[config.mk]
export PLATFORM = sky130hd
export DESIGN_NAME = mux_seg_counter_flat
export DESIGN_NICKNAME = d
export VERILOG_FILES = /design/src/rtl/mux_seg_pkg.sv /design/src/rtl/mux_seg_counter_if.sv /design/src/rtl/mux_seg_counter_hex7_decoder.sv /design/src/rtl/mux_seg_counter.sv /design/src/flat_wrapper.sv
export SDC_FILE = /design/constraint.sdc
export NUM_CORES = 1
export LEC_CHECK = 0
export ABC_AREA = 1
export CORE_UTILIZATION = 50
export DETAILED_ROUTE_END_ITERATION = 10
export DONT_BUFFER_PORTS = 1
export SLEW_MARGIN = 20
export SYNTH_ARGS = -nofsm -noshare
export SYNTH_HDL_FRONTEND = slang
export SYNTH_HIERARCHICAL = 1
export SYNTH_SLANG_ARGS = --single-unit
[constraint.sdc]
create_clock -name clk -period 2.3 [get_ports clk]
set_input_delay 0.46 -clock clk [delete_from_list [all_inputs] [get_ports clk]]
set_output_delay 0.46 -clock clk [all_outputs]
set_load 0.01 [all_outputs]
[src/rtl/mux_seg_pkg.sv]
// Shared constants for the multiplexed seven-segment counter: digit width and
// the hex segment patterns ({g,f,e,d,c,b,a}, active-high).
package mux_seg_pkg;

  localparam int DIGIT_W = 4;

  // Entry n is the pattern for hex value n; element 15 sits leftmost.
  localparam logic [15:0][6:0] SEG_TABLE = {
    7'h71, 7'h79, 7'h5E, 7'h39, 7'h7C, 7'h77, 7'h6F, 7'h7F,
    7'h07, 7'h7D, 7'h6D, 7'h66, 7'h4F, 7'h5B, 7'h06, 7'h3F
  };

endpackage

[src/rtl/mux_seg_counter_if.sv]
// Control/status bundle of mux_seg_counter; the counter core takes the slave
// side, whoever drives enable/load takes the master side.
interface mux_seg_counter_if #(
  parameter int NUM_DIGITS = 4
);
  logic                    en;
  logic                    up_dn;
  logic                    load;
  logic [4*NUM_DIGITS-1:0] load_val;
  logic [4*NUM_DIGITS-1:0] count;
  logic [6:0]              seg;
  logic [NUM_DIGITS-1:0]   dig_sel;
  logic                    tick;
  logic                    wrap;

  modport master (
    output en, up_dn, load, load_val,
    input  count, seg, dig_sel, tick, wrap
  );

  modport slave (
    input  en, up_dn, load, load_val,
    output count, seg, dig_sel, tick, wrap
  );
endinterface

[src/rtl/mux_seg_counter_hex7_decoder.sv]
// Combinational 4-bit value to seven-segment pattern lookup.
module hex7_decoder
  import mux_seg_pkg::*;
(
  input  logic [DIGIT_W-1:0] i_val,
  output logic [6:0]         o_seg
);

  assign o_seg = SEG_TABLE[i_val];

endmodule

[src/rtl/mux_seg_counter.sv]
// Prescaled cascaded BCD/hex counter with multiplexed seven-segment scan-out.
// Optional macro LEADING_ZERO_BLANK_EN blanks leading zero digits (digit 0 always shown).
module mux_seg_counter
  import mux_seg_pkg::*;
#(
  parameter int NUM_DIGITS = 4,
  parameter int RADIX      = 10,
  parameter int TICK_DIV   = 10_000_000,
  parameter int SCAN_DIV   = 10_000
) (
  input  logic            clk,
  input  logic            reset,
  mux_seg_counter_if.slave bus
);

  localparam int PW = $clog2(TICK_DIV);
  localparam int SW = (SCAN_DIV > 1) ? $clog2(SCAN_DIV) : 1;
  localparam int IW = (NUM_DIGITS > 1) ? $clog2(NUM_DIGITS) : 1;
  localparam int CW = DIGIT_W * NUM_DIGITS;
  localparam logic [DIGIT_W-1:0] MAX_D = DIGIT_W'(RADIX - 1);

  logic [PW-1:0]         r_presc;
  logic [CW-1:0]         r_count;
  logic [SW-1:0]         r_scan_cnt;
  logic [IW-1:0]         r_scan_idx;
  logic [NUM_DIGITS-1:0] r_dig_sel;
  logic [6:0]            r_seg;

  logic                  w_presc_tc;
  logic                  w_step;
  logic                  w_carry;
  logic [CW-1:0]         w_next;
  logic [CW-1:0]         w_load_clamped;
  logic [DIGIT_W-1:0]    w_sel_digit;
  logic [6:0]            w_dec_seg;
  logic                  w_blank_sel;

  assign w_presc_tc = (r_presc == PW'(TICK_DIV - 1));
  assign w_step     = ~reset & ~bus.load & bus.en & w_presc_tc;

  // Ripple carry/borrow from digit 0; w_carry left set means every digit wrapped.
  always_comb begin
    w_next  = r_count;
    w_carry = 1'b1;
    for (int i = 0; i < NUM_DIGITS; i++) begin
      if (w_carry) begin
        if (bus.up_dn) begin
          if (r_count[DIGIT_W*i +: DIGIT_W] == MAX_D) begin
            w_next[DIGIT_W*i +: DIGIT_W] = '0;
          end else begin
            w_next[DIGIT_W*i +: DIGIT_W] = r_count[DIGIT_W*i +: DIGIT_W] + DIGIT_W'(1);
            w_carry = 1'b0;
          end
        end else begin
          if (r_count[DIGIT_W*i +: DIGIT_W] == '0) begin
            w_next[DIGIT_W*i +: DIGIT_W] = MAX_D;
          end else begin
            w_next[DIGIT_W*i +: DIGIT_W] = r_count[DIGIT_W*i +: DIGIT_W] - DIGIT_W'(1);
            w_carry = 1'b0;
          end
        end
      end
    end
  end

  always_comb begin
    w_load_clamped = '0;
    for (int i = 0; i < NUM_DIGITS; i++) begin
      w_load_clamped[DIGIT_W*i +: DIGIT_W] =
        (bus.load_val[DIGIT_W*i +: DIGIT_W] > MAX_D) ? MAX_D : bus.load_val[DIGIT_W*i +: DIGIT_W];
    end
  end

  always_ff @(posedge clk) begin
    if (reset) begin
      r_presc <= '0;
      r_count <= '0;
    end else if (bus.load) begin
      r_presc <= '0;
      r_count <= w_load_clamped;
    end else if (bus.en) begin
      if (w_presc_tc) begin
        r_presc <= '0;
        r_count <= w_next;
      end else begin
        r_presc <= r_presc + PW'(1);
      end
    end
  end

  // Scan runs regardless of en so the display never freezes on one digit.
  always_ff @(posedge clk) begin
    if (reset) begin
      r_scan_cnt <= '0;
      r_scan_idx <= '0;
    end else if (r_scan_cnt == SW'(SCAN_DIV - 1)) begin
      r_scan_cnt <= '0;
      r_scan_idx <= (r_scan_idx == IW'(NUM_DIGITS - 1)) ? '0 : r_scan_idx + IW'(1);
    end else begin
      r_scan_cnt <= r_scan_cnt + SW'(1);
    end
  end

  assign w_sel_digit = r_count[DIGIT_W*int'(r_scan_idx) +: DIGIT_W];

  hex7_decoder u_dec (
    .i_val (w_sel_digit),
    .o_seg (w_dec_seg)
  );

`ifdef LEADING_ZERO_BLANK_EN
  logic [NUM_DIGITS-1:0] w_blank;
  logic                  w_zero_above;

  always_comb begin
    w_blank      = '0;
    w_zero_above = 1'b1;
    for (int i = NUM_DIGITS - 1; i >= 1; i--) begin
      w_zero_above = w_zero_above & (r_count[DIGIT_W*i +: DIGIT_W] == '0);
      w_blank[i]   = w_zero_above;
    end
  end

  assign w_blank_sel = w_blank[r_scan_idx];
`else
  assign w_blank_sel = 1'b0;
`endif

  always_ff @(posedge clk) begin
    if (reset) begin
      r_dig_sel <= '0;
      r_seg     <= '0;
    end else begin
      r_dig_sel <= NUM_DIGITS'(1) << r_scan_idx;
      r_seg     <= w_blank_sel ? 7'h00 : w_dec_seg;
    end
  end

  assign bus.count   = r_count;
  assign bus.seg     = r_seg;
  assign bus.dig_sel = r_dig_sel;
  assign bus.tick    = w_step;
  assign bus.wrap    = w_step & w_carry;

endmodule

[src/flat_wrapper.sv]
// flat-port wrapper written by rule: the top's interface ports become plain ports
module mux_seg_counter_flat import mux_seg_pkg::*;
#(
  parameter int NUM_DIGITS = 4,
  parameter int RADIX      = 10,
  parameter int TICK_DIV   = 10_000_000,
  parameter int SCAN_DIV   = 10_000
)
  (clk, reset, bus_en, bus_up_dn, bus_load, bus_load_val, bus_count, bus_seg, bus_dig_sel, bus_tick, bus_wrap);
  mux_seg_counter_if #(.NUM_DIGITS(NUM_DIGITS)) bus_i ();
  input  logic clk;
  input  logic reset;
  input wire logic [$bits(bus_i.en)-1:0] bus_en;
  input wire logic [$bits(bus_i.up_dn)-1:0] bus_up_dn;
  input wire logic [$bits(bus_i.load)-1:0] bus_load;
  input wire logic [$bits(bus_i.load_val)-1:0] bus_load_val;
  output wire logic [$bits(bus_i.count)-1:0] bus_count;
  output wire logic [$bits(bus_i.seg)-1:0] bus_seg;
  output wire logic [$bits(bus_i.dig_sel)-1:0] bus_dig_sel;
  output wire logic [$bits(bus_i.tick)-1:0] bus_tick;
  output wire logic [$bits(bus_i.wrap)-1:0] bus_wrap;
  assign bus_i.en = bus_en;
  assign bus_i.up_dn = bus_up_dn;
  assign bus_i.load = bus_load;
  assign bus_i.load_val = bus_load_val;
  assign bus_count = bus_i.count;
  assign bus_seg = bus_i.seg;
  assign bus_dig_sel = bus_i.dig_sel;
  assign bus_tick = bus_i.tick;
  assign bus_wrap = bus_i.wrap;
  mux_seg_counter #(.NUM_DIGITS(NUM_DIGITS), .RADIX(RADIX), .TICK_DIV(TICK_DIV), .SCAN_DIV(SCAN_DIV)) u_core (.clk(clk), .reset(reset), .bus(bus_i));
endmodule
# == Word-level counts from Yosys, hierarchy flattened ==
# Memory sizes are Yosys's and may differ from the RTL's. A register that Yosys moved wholly into a read port is not among the register bits.
# Index checks and enable logic that the tools add are counted.
# totals
regBits,60
latchBits,0
ram_bits,0
mem_bits_ro,112
input_bits,21
output_inout_bits,29
word_cells,93
mem_count,1
# mem_list
name,words,width,rd,rd_clocked_by_memory_dff,wr,line,rtl
(no name shown),16,7,1,1,0,mux_seg_counter_hex7_decoder.sv:9,assign o_seg = SEG_TABLE[i_val];
# op_classes
addsub,11
mul,0
n_div,0
order_cmp,4
n_eq_ne,7
shift,2
mux,39
n_bitwise,6
reduce_logical,15
# op_table
cell,count
2-to-1 mux 4 bit,19
2-to-1 mux 16 bit,3
"adder 24 x 1 -> 24 bit, second input constant",1
"equality test 24 bit, second input constant",1
2-to-1 mux 24 bit,1
"adder 4 x 1 -> 4 bit, second input constant",4
"equality test 4 bit, second input constant",4
"greater-than comparator 4 bit, second input constant",4
zero test 4 bit,4
indexed part select 16 x 5 -> 4 bit,1
"subtractor 4 x 1 -> 4 bit, second input constant",4
2-to-1 mux 1 bit,15
"adder 14 x 1 -> 14 bit, second input constant",1
"equality test 14 bit, second input constant",1
nonzero test 2 bit,5
AND reduction 3 bit,3
AND 1 bit,4
OR reduction 2 bit,2
"left shift 1 x 2 -> 4 bit, first input constant",1
"adder 2 x 1 -> 2 bit, second input constant",1
"equality test 2 bit, second input constant",1
2-to-1 mux 2 bit,1
NOT 1 bit,2
AND reduction 2 bit,1

# == Longest topological paths before layout ==
# Gate-level depths: netlist (run 1).
# depth
word_depth,9
ltp_mapped,14
depth_no_buf,13

# == Cells and area by module ==
# Netlist (run 1), hierarchy kept.
# by_module_without_submodules
mod,n_inst,cells_each,area_each_um2,seq_area_each_um2
mux_seg_counter,1,628,3975.1,1341.3
hex7_decoder,1,54,285.3,0.0

# == Worst setup path after synthesis (run 1) ==
# Ideal clock, no wire load.
# synth_timing
path_kind,register to register
startpoint,reg u_core.r_scan_idx[0]
endpoint,"reg u_core.r_seg[3], in the netlist u_core/bus.seg[3]"
setup_time_ns,0.128
arrival_ns,1.944
t_required_ns,2.172
path_slack_ns,0.228
stages_incl_launch_ff,14
path_buffers,2
synth_period_minus_slack_ns,2.072
path_cell_list,dfxtp_1 > clkbuf_1 > inv_1 > clkbuf_1 > a21oi_1 > a21oi_1 > inv_1 > ha_1 > nand2_2 > o21ai_1 > nand2_1 > nand2_1 > inv_1 > nor2_1
# synth_via
elab_chain_len,1
# synth_rtl
item,line,rtl
"start, declared",mux_seg_counter.sv:25,logic [IW-1:0] r_scan_idx;
"start signal, assigned",mux_seg_counter.sv:98,r_scan_idx <= (r_scan_idx == IW'(NUM_DIGITS - 1)) ? '0 : r_scan_idx + IW'(1);
indexed part select 16 x 5 -> 4 bit,mux_seg_counter.sv:104,assign w_sel_digit = r_count[DIGIT_W*int'(r_scan_idx) +: DIGIT_W];
via u_core.w_sel_digit[0],mux_seg_counter.sv:34,logic [DIGIT_W-1:0] w_sel_digit;
"end, declared",mux_seg_counter.sv:27,logic [6:0] r_seg;
# The timed path passes the listed nets, and every way through them passes these cells.
# A chain may end at the register's enable or synchronous reset.

# == Worst setup path after layout (run 1) ==
# layout_timing
startpoint,reg u_core.r_presc[0]
endpoint,out bus_wrap
# layout_via
elab_chain_len,3
# layout_rtl
item,line,rtl
"start, declared",mux_seg_counter.sv:22,logic [PW-1:0] r_presc;
"start signal, assigned",mux_seg_counter.sv:86,r_presc <= r_presc + PW'(1);
equality test 24 bit,mux_seg_counter.sv:38,assign w_presc_tc = (r_presc == PW'(TICK_DIV - 1));
AND 1 bit,mux_seg_counter.sv:39,assign w_step = ~reset & ~bus.load & bus.en & w_presc_tc;
AND 1 bit,mux_seg_counter.sv:143,assign bus.wrap = w_step & w_carry;
"end, declared",flat_wrapper.sv:21,output wire logic [$bits(bus_i.wrap)-1:0] bus_wrap;
# No other way between the ends.

==> results.sh, run 1 <==
export IMPL_power_internal_mw=1.76
export IMPL_synth_mux_area_share_pct=0
export IMPL_drive_above_1_share_pct=15.6
export IMPL_die_h_um=94.3
export IMPL_synth_top_family_by_area="simple AND/OR/NAND/NOR gates"
export IMPL_critPathKind="reg2out"
export IMPL_drt_wl_total_mm=10.2
export IMPL_cts_max_level=3
export IMPL_dp_hpwl_mm=7.55
export IMPL_crit_path_max_incr_delay_ns=0.35
export IMPL_start_util_pct=51.9
export IMPL_synth_cell_type_count=40
export IMPL_ys_seq_area_share_pct=31.5
export IMPL_period_needed_ns=2.19
export IMPL_fill_cells=848
export IMPL_syn_avg_cell_area_um2=6.25
export IMPL_start_kind="flop"
export IMPL_setup_viol=0
export IMPL_switchingPower_mw=0.790
export IMPL_crit_slowest_cell="dfxtp_2"
export IMPL_clk_path_buf_depth=2
export IMPL_vias=4161
export IMPL_tritoncts="yes"
export IMPL_grt_pass1_vias=3653
export IMPL_ios=50
export IMPL_grt_overflow=0
export IMPL_syn_to_final_growth_pct=9.57
export IMPL_yosysTopAreaCellShare_pct=31.5
export IMPL_numPortBuffers=0
export IMPL_nets=723
export IMPL_ff2ff_path_depth=12
export IMPL_skew_ns=0.0134
export IMPL_cp_max_fo=5
export IMPL_ys_seq_elements=67
export IMPL_p_total_mw=2.55
export IMPL_yosysWarnings=6
export IMPL_drc=0
export IMPL_leakagePower_nw=2.09
export IMPL_path_cells="ha_2, nand3_2, nor2_4, nand3_4, inv_2, nand2_4, nor4_4, buf_4"
export IMPL_power_density_nw_per_um2=546
export IMPL_syn_nets=713
export IMPL_antenna_cells=0
export IMPL_synthAdderAreaFrac_pct=2.94
export IMPL_whs_path_depth=1
export IMPL_synth_compound_area_share_pct=11.6
export IMPL_post_route_period_util_pct=95.1
export IMPL_fmax_ghz=0.457
export IMPL_comb_power_share_pct=14.6
export IMPL_syn_area_um2=4260
export IMPL_drtAntennaViolNets=0
export IMPL_fin_area_um2=4670
export IMPL_crit_required_ns=1.84
export IMPL_seq_power_share_pct=49.9
export IMPL_grt_first_pass_wirelength_mm=16.7
export IMPL_firstDrtPassIters=5
export IMPL_place_gp_congestion=0.893
export IMPL_final_util_pct=56.8
export IMPL_cts_sinks=67
export IMPL_drt_iter0_drc=272
export IMPL_switching_share_pct=31.0
export IMPL_core_um2=8220
export IMPL_syn_inst=682
export IMPL_worst_pin_slew_ns=0.548
export IMPL_endpoint_kind="primary output"
export IMPL_crit_start="u_core/r_presc[0]$_SDFFE_PP0P_"
export IMPL_maxCapViolCount=0
export IMPL_yosys_top_cells_area="dfxtp_1 (31%), nand2_1 (15%), nor2_1 (9.6%)"
export IMPL_arrival_ns=1.73
export IMPL_grt_antenna_before_repair=0
export IMPL_synth_top_cell_by_area="dfxtp_1"
export IMPL_hold_path_startpoint="reset"
export IMPL_dpl_cell_area_um2=4390
export IMPL_r2r_start="u_core/r_scan_idx[1]$_SDFFE_PP0N_"
export IMPL_hold_buffers=0
export IMPL_slew_violations=0
export IMPL_path_clk_slew_ns=0.07
export IMPL_clock_power_share_pct=35.4
export IMPL_vias_per_cell=5.19
export IMPL_die_area_um2=8890
export IMPL_slew_headroom_pct=63.4
export IMPL_wl_per_cell_um=12.7
export IMPL_grt_usage_pct=24.0
export IMPL_rows=33
export IMPL_yosys_area_share_simple_pct=42.0
export IMPL_grt_max_degree=19
export IMPL_dieWidth_um=94.3
export IMPL_hold_violations=0
export IMPL_hp_class="in2reg"
export IMPL_clk_latency_ns=0.34
export IMPL_root_buffer="clkbuf_8"
export IMPL_status="complete, no violations"
export IMPL_synth_xor_area_share_pct=2.06
export IMPL_cts_buffers=9
export IMPL_vdd_drop_max_uv=294
==> cell usage after synthesis <==
master	count
nand2_1	173
nand3_4	1
a31oi_1	2
nand2_2	14
buf_2	5
buf_1	1
o22ai_1	2
nand3b_2	1
a21o_1	1
ha_1	10
nor4_1	1
nand4_1	9
buf_6	2
inv_1	72
nor2_1	109
and3_1	2
nand3_1	40
a21oi_1	42
nor2_8	1
nor3_4	1
dfxtp_1	67
o21ai_1	15
o21ai_0	29
or2_2	3
and2_1	1
buf_4	3
nand2_4	3
nor2_4	4
o21a_1	2
clkinv_1	2
clkbuf_1	4
xnor2_1	1
nor3_1	16
nor3_2	1
xor2_1	9
inv_4	1
a211oi_1	2
nor2_2	14
inv_2	14
nand3_2	2
==> flip-flops by register name, indices dropped and copies added (netlist names) <==
| signal | flops |
|---|---|
| u_core/bus.seg | 7 |
| u_core/bus.dig_sel | 4 |
| u_core/r_scan_idx | 2 |
| u_core/r_presc | 24 |
| u_core/r_scan_cnt | 14 |
| u_core/bus.count | 16 |
==> final cells by class <==
type                    count  area [um^2]  share of cell area [%]
clock buffers              10          138                    2.95
clock inverters             6         41.3                   0.884
inverters                  89          337                    7.21
multi-input cells         511         2550                    54.6
flip-flops and latches     67         1370                    29.3
well taps                 105          131                    2.81
repair buffers             14          105                    2.25
==> power groups by stage <==
stage / Combinational (mW) / Clock, mW / Sequential [mW]
finish: 0.374 / 0.904 / 1.27
global placement: 0.357 / 0 / 1.29
global route: 0.434 / 0.984 / 1.28
CTS: 0.365 / 0.931 / 1.27
floorplan: 0.302 / 0 / 1.28
detailed placement: 0.362 / 0 / 1.30
==> per-stage QoR <==
stage	setup WS (ns)	setup TNS [ns]	hold WS (ns)	instances
floorplan	0.228	0	0.417	682
CTS	0.00421	0	0.171	801
finish	0.112	0	0.184	802
global route	-0.0140	-0.0140	0.159	802
detailed placement	0.276	0	0.445	784
global placement	0.258	0	0.431	784
==> metal layers <==
metal	global-route usage, %	up-vias	part of all wire (%)
li1	-	2185	-
met1	32.2	1831	49
met2	37.6	127	44
met3	5.74	18	5.6
met4	7.95	0	1.8
met5	0	-	0
==> placed cells by master (no fill, tap or decap), types with 9 or more instances in the layout <==
cell type,instances
nand2_1,172
nor2_1,106
inv_1,71
dfxtp_1,55
a21oi_1,42
nand3_1,40
o21ai_0,28
o21ai_1,16
nor3_1,16
inv_2,15
buf_4,14
nor2_2,14
nand2_2,14
clkbuf_8,10
nand4_1,9
xor2_1,9
ha_1,9
==> worst max-delay path: cells and delay by family (launching register included) <==
| family | cells | cell delay, ns |
|---|---|---|
| buffers and inverters | 2 | 0.23 |
| and+or+nand+nor | 5 | 0.62 |
| adders and majority gates | 1 | 0.20 |
| DFF | 1 | 0.35 |
==> kinds of logic after synthesis <==
| group | after synthesis |
|---|---|
| DFF | 67 |
| xor gates and xnor gates | 10 |
| buffers and inverters | 104 |
| adders and majority gates | 10 |
| and+or+nand+nor | 396 |
| AOI/OAI and AO/OA | 95 |
==> repair_timing <==
item | CTS | global route
setup endpoints to repair | 1 | 1
resized for setup | 11 | 19
buffers inserted | 1 | 1
pin swaps | 2 | 2
==> path summary, 6_finish.rpt <==
path / endpoint / slack [ns]
min reg2reg: u_core/r_scan_cnt[0]$_SDFF_PP0_ / 0.46
max reg2reg: u_core/bus.seg[3]$_SDFF_PP0_ / 0.30
min: u_core/bus.seg[4]$_SDFF_PP0_ / 0.18
max: bus_wrap / 0.11
Power figures use the tool's default switching activity.
==> run 2: changes to the inputs <==
--- a/config.mk
+++ b/config.mk
@@ -6,9 +6,11 @@
 export NUM_CORES = 1
 export LEC_CHECK = 0
 export ABC_AREA = 1
+export CORE_MARGIN = 2
 export CORE_UTILIZATION = 50
 export DETAILED_ROUTE_END_ITERATION = 10
 export DONT_BUFFER_PORTS = 1
+export SKIP_LAST_GASP = 1
 export SLEW_MARGIN = 20
 export SYNTH_ARGS = -nofsm -noshare
 export SYNTH_HDL_FRONTEND = slang
==> constraint.sdc (replaced) <==
create_clock -name clk -period 2.2 [get_ports clk]
set_input_delay 0.44 -clock clk [delete_from_list [all_inputs] [get_ports clk]]
set_output_delay 0.44 -clock clk [all_outputs]
set_load 0.01 [all_outputs]
==> results.sh, run 2 (synthesis gave the netlist of run 1 again) <==
export IMPL_cp_num_buf_inv=1
export IMPL_grt_antenna_before_repair=0
export IMPL_grt_use_met3_pct=5.87
export IMPL_fmax_ghz=0.476
export IMPL_most_common_layout_cells="nand2_1 (171), nor2_1 (104), inv_1 (69)"
export IMPL_grt_overflow=0
export IMPL_period_needed_ns=2.10
export IMPL_crit_top_cell="nand2_2"
export IMPL_setup_tns_ns=0
export IMPL_comb_power_share_pct=14.3
export IMPL_ios=50
export IMPL_largest_register_ffs=24
export IMPL_dieWidth_um=96.3
export IMPL_met1_usage_pct=32.7
export IMPL_start_kind="flop"
export IMPL_hold_buffers=0
export IMPL_tritoncts="yes"
export IMPL_syn_to_final_growth_pct=13.7
export IMPL_power_density_nw_per_um2=594
export IMPL_endpoint_kind="primary output"
export IMPL_core_um2=8260
export IMPL_drt_iter0_drc=229
export IMPL_seq_power_share_pct=46.2
export IMPL_skew_ns=0.00875
export IMPL_die_h_um=96.3
export IMPL_switchingPower_mw=0.794
export IMPL_grt_usage_pct=22.9
export IMPL_cts_max_level=3
export IMPL_path_clk_slew_ns=0.07
export IMPL_crit_path_max_incr_delay_ns=0.39
export IMPL_cts_buffers=9
export IMPL_crit_required_ns=1.76
export IMPL_firstDrtPassIters=5
export IMPL_worst_pin_slew_ns=0.534
export IMPL_hp_class="in2reg"
export IMPL_vias=4227
export IMPL_post_place_cells=788
export IMPL_grt_pass1_vias=3553
export IMPL_cp_top_family="simple AND/OR/NAND/NOR gates"
export IMPL_regMostFlops="u_core/r_presc"
export IMPL_numPortBuffers=0
export IMPL_drt_wl_total_mm=10.3
export IMPL_start_util_pct=51.6
export IMPL_p_total_mw=2.88
export IMPL_wl_per_cell_um=12.7
export IMPL_root_buffer="clkbuf_8"
export IMPL_slew_headroom_pct=64.3
export IMPL_drc=0
export IMPL_leakagePower_nw=2.18
export IMPL_drive_above_1_share_pct=18.1
export IMPL_crit_slowest_cell="dfxtp_4"
export IMPL_rows=33
export IMPL_cp_max_fo=7
export IMPL_maxCapViolCount=0
export IMPL_vias_per_cell=5.21
export IMPL_cts_sinks=67
export IMPL_path_cells="nor2_4, nand2_2, nand2_2, nand2_2, nor2_4, nand2_2, nor4_4, buf_4"
export IMPL_slew_violations=0
export IMPL_critPathKind="reg2out"
export IMPL_met2_usage_pct=33.6
export IMPL_clk_path_buf_depth=2
export IMPL_power_internal_mw=2.08
export IMPL_grt_first_pass_wirelength_mm=16.7
export IMPL_switching_share_pct=27.6
export IMPL_vdd_drop_max_uv=308
export IMPL_dp_hpwl_mm=7.74
export IMPL_arrival_ns=1.66
export IMPL_antenna_cells=0
export IMPL_die_area_um2=9270
export IMPL_setup_viol=0
export IMPL_final_util_pct=58.7
export IMPL_final_common_cell="nand2_1"
export IMPL_status="complete, no violations"
export IMPL_post_route_period_util_pct=95.5
export IMPL_finalNonFillerCells=812
export IMPL_fill_cells=812
export IMPL_clock_power_share_pct=39.5
export IMPL_drtAntennaViolNets=0
export IMPL_nets=733
export IMPL_clk_latency_ns=0.34
export IMPL_place_gp_congestion=0.917
export IMPL_grt_busiest_layer="met2"
export IMPL_grt_max_degree=19
export IMPL_hold_violations=0
run 2: timing repair:
action	in CTS	in global routing
hold endpoints to repair	0	0
gates resized for setup	19	31
setup endpoints to repair	2	2
pin swaps	3	10
buffers inserted	2	6
run 2: layout make-up:
cell class	count	area [um^2]	share of cell area, %
Clock inverter	4	73.8	1.52
Timing Repair Buffer	24	193	3.98
Inverter	89	339	7.00
Sequential cell	67	1380	28.5
Clock buffer	12	145	3.00
Multi-Input combinational cell	511	2580	53.3
Tap cell	105	131	2.71
run 2: worst paths after layout:
kind                                     start                              end  slack, ns  cells after the start
min                                      reset     u_core/bus.seg[2]$_SDFF_PP0_       0.16                      1
max reg2reg  u_core/r_scan_idx[1]$_SDFFE_PP0N_     u_core/bus.seg[3]$_SDFF_PP0_       0.28                     12
max           u_core/bus.count[1]$_SDFFE_PP0P_                         bus_wrap        0.1                      8
min reg2reg    u_core/r_scan_cnt[0]$_SDFF_PP0_  u_core/r_scan_cnt[0]$_SDFF_PP0_       0.46                      1
run 2: per-layer routing:
layer / wire length (um) / vias up
li1: - / 2204
met1: 5130 / 1876
met2: 4360 / 125
met3: 673 / 22
met4: 178 / 0
met5: 0 / -
run 2: power by group through the flow:
stage | clock network [mW] | registers, mW | logic (mW)
2_1_floorplan | 0 | 1.34 | 0.316
3_3_place_gp | 0 | 1.35 | 0.384
3_5_place_dp | 0 | 1.35 | 0.389
4_1_cts | 1.17 | 1.33 | 0.394
5_1_grt | 1.22 | 1.34 | 0.473
6_report | 1.14 | 1.33 | 0.412
run 2: stage by stage:
step	instance area [um^2]	hold slack, ns	worst slack, ns
after global routing	4840	0.153	-0.0166
after floorplan	4260	0.417	0.128
after global placement	4420	0.431	0.261
final	4840	0.165	0.0998
after CTS	4700	0.154	0.00663
after detailed placement	4420	0.445	0.188
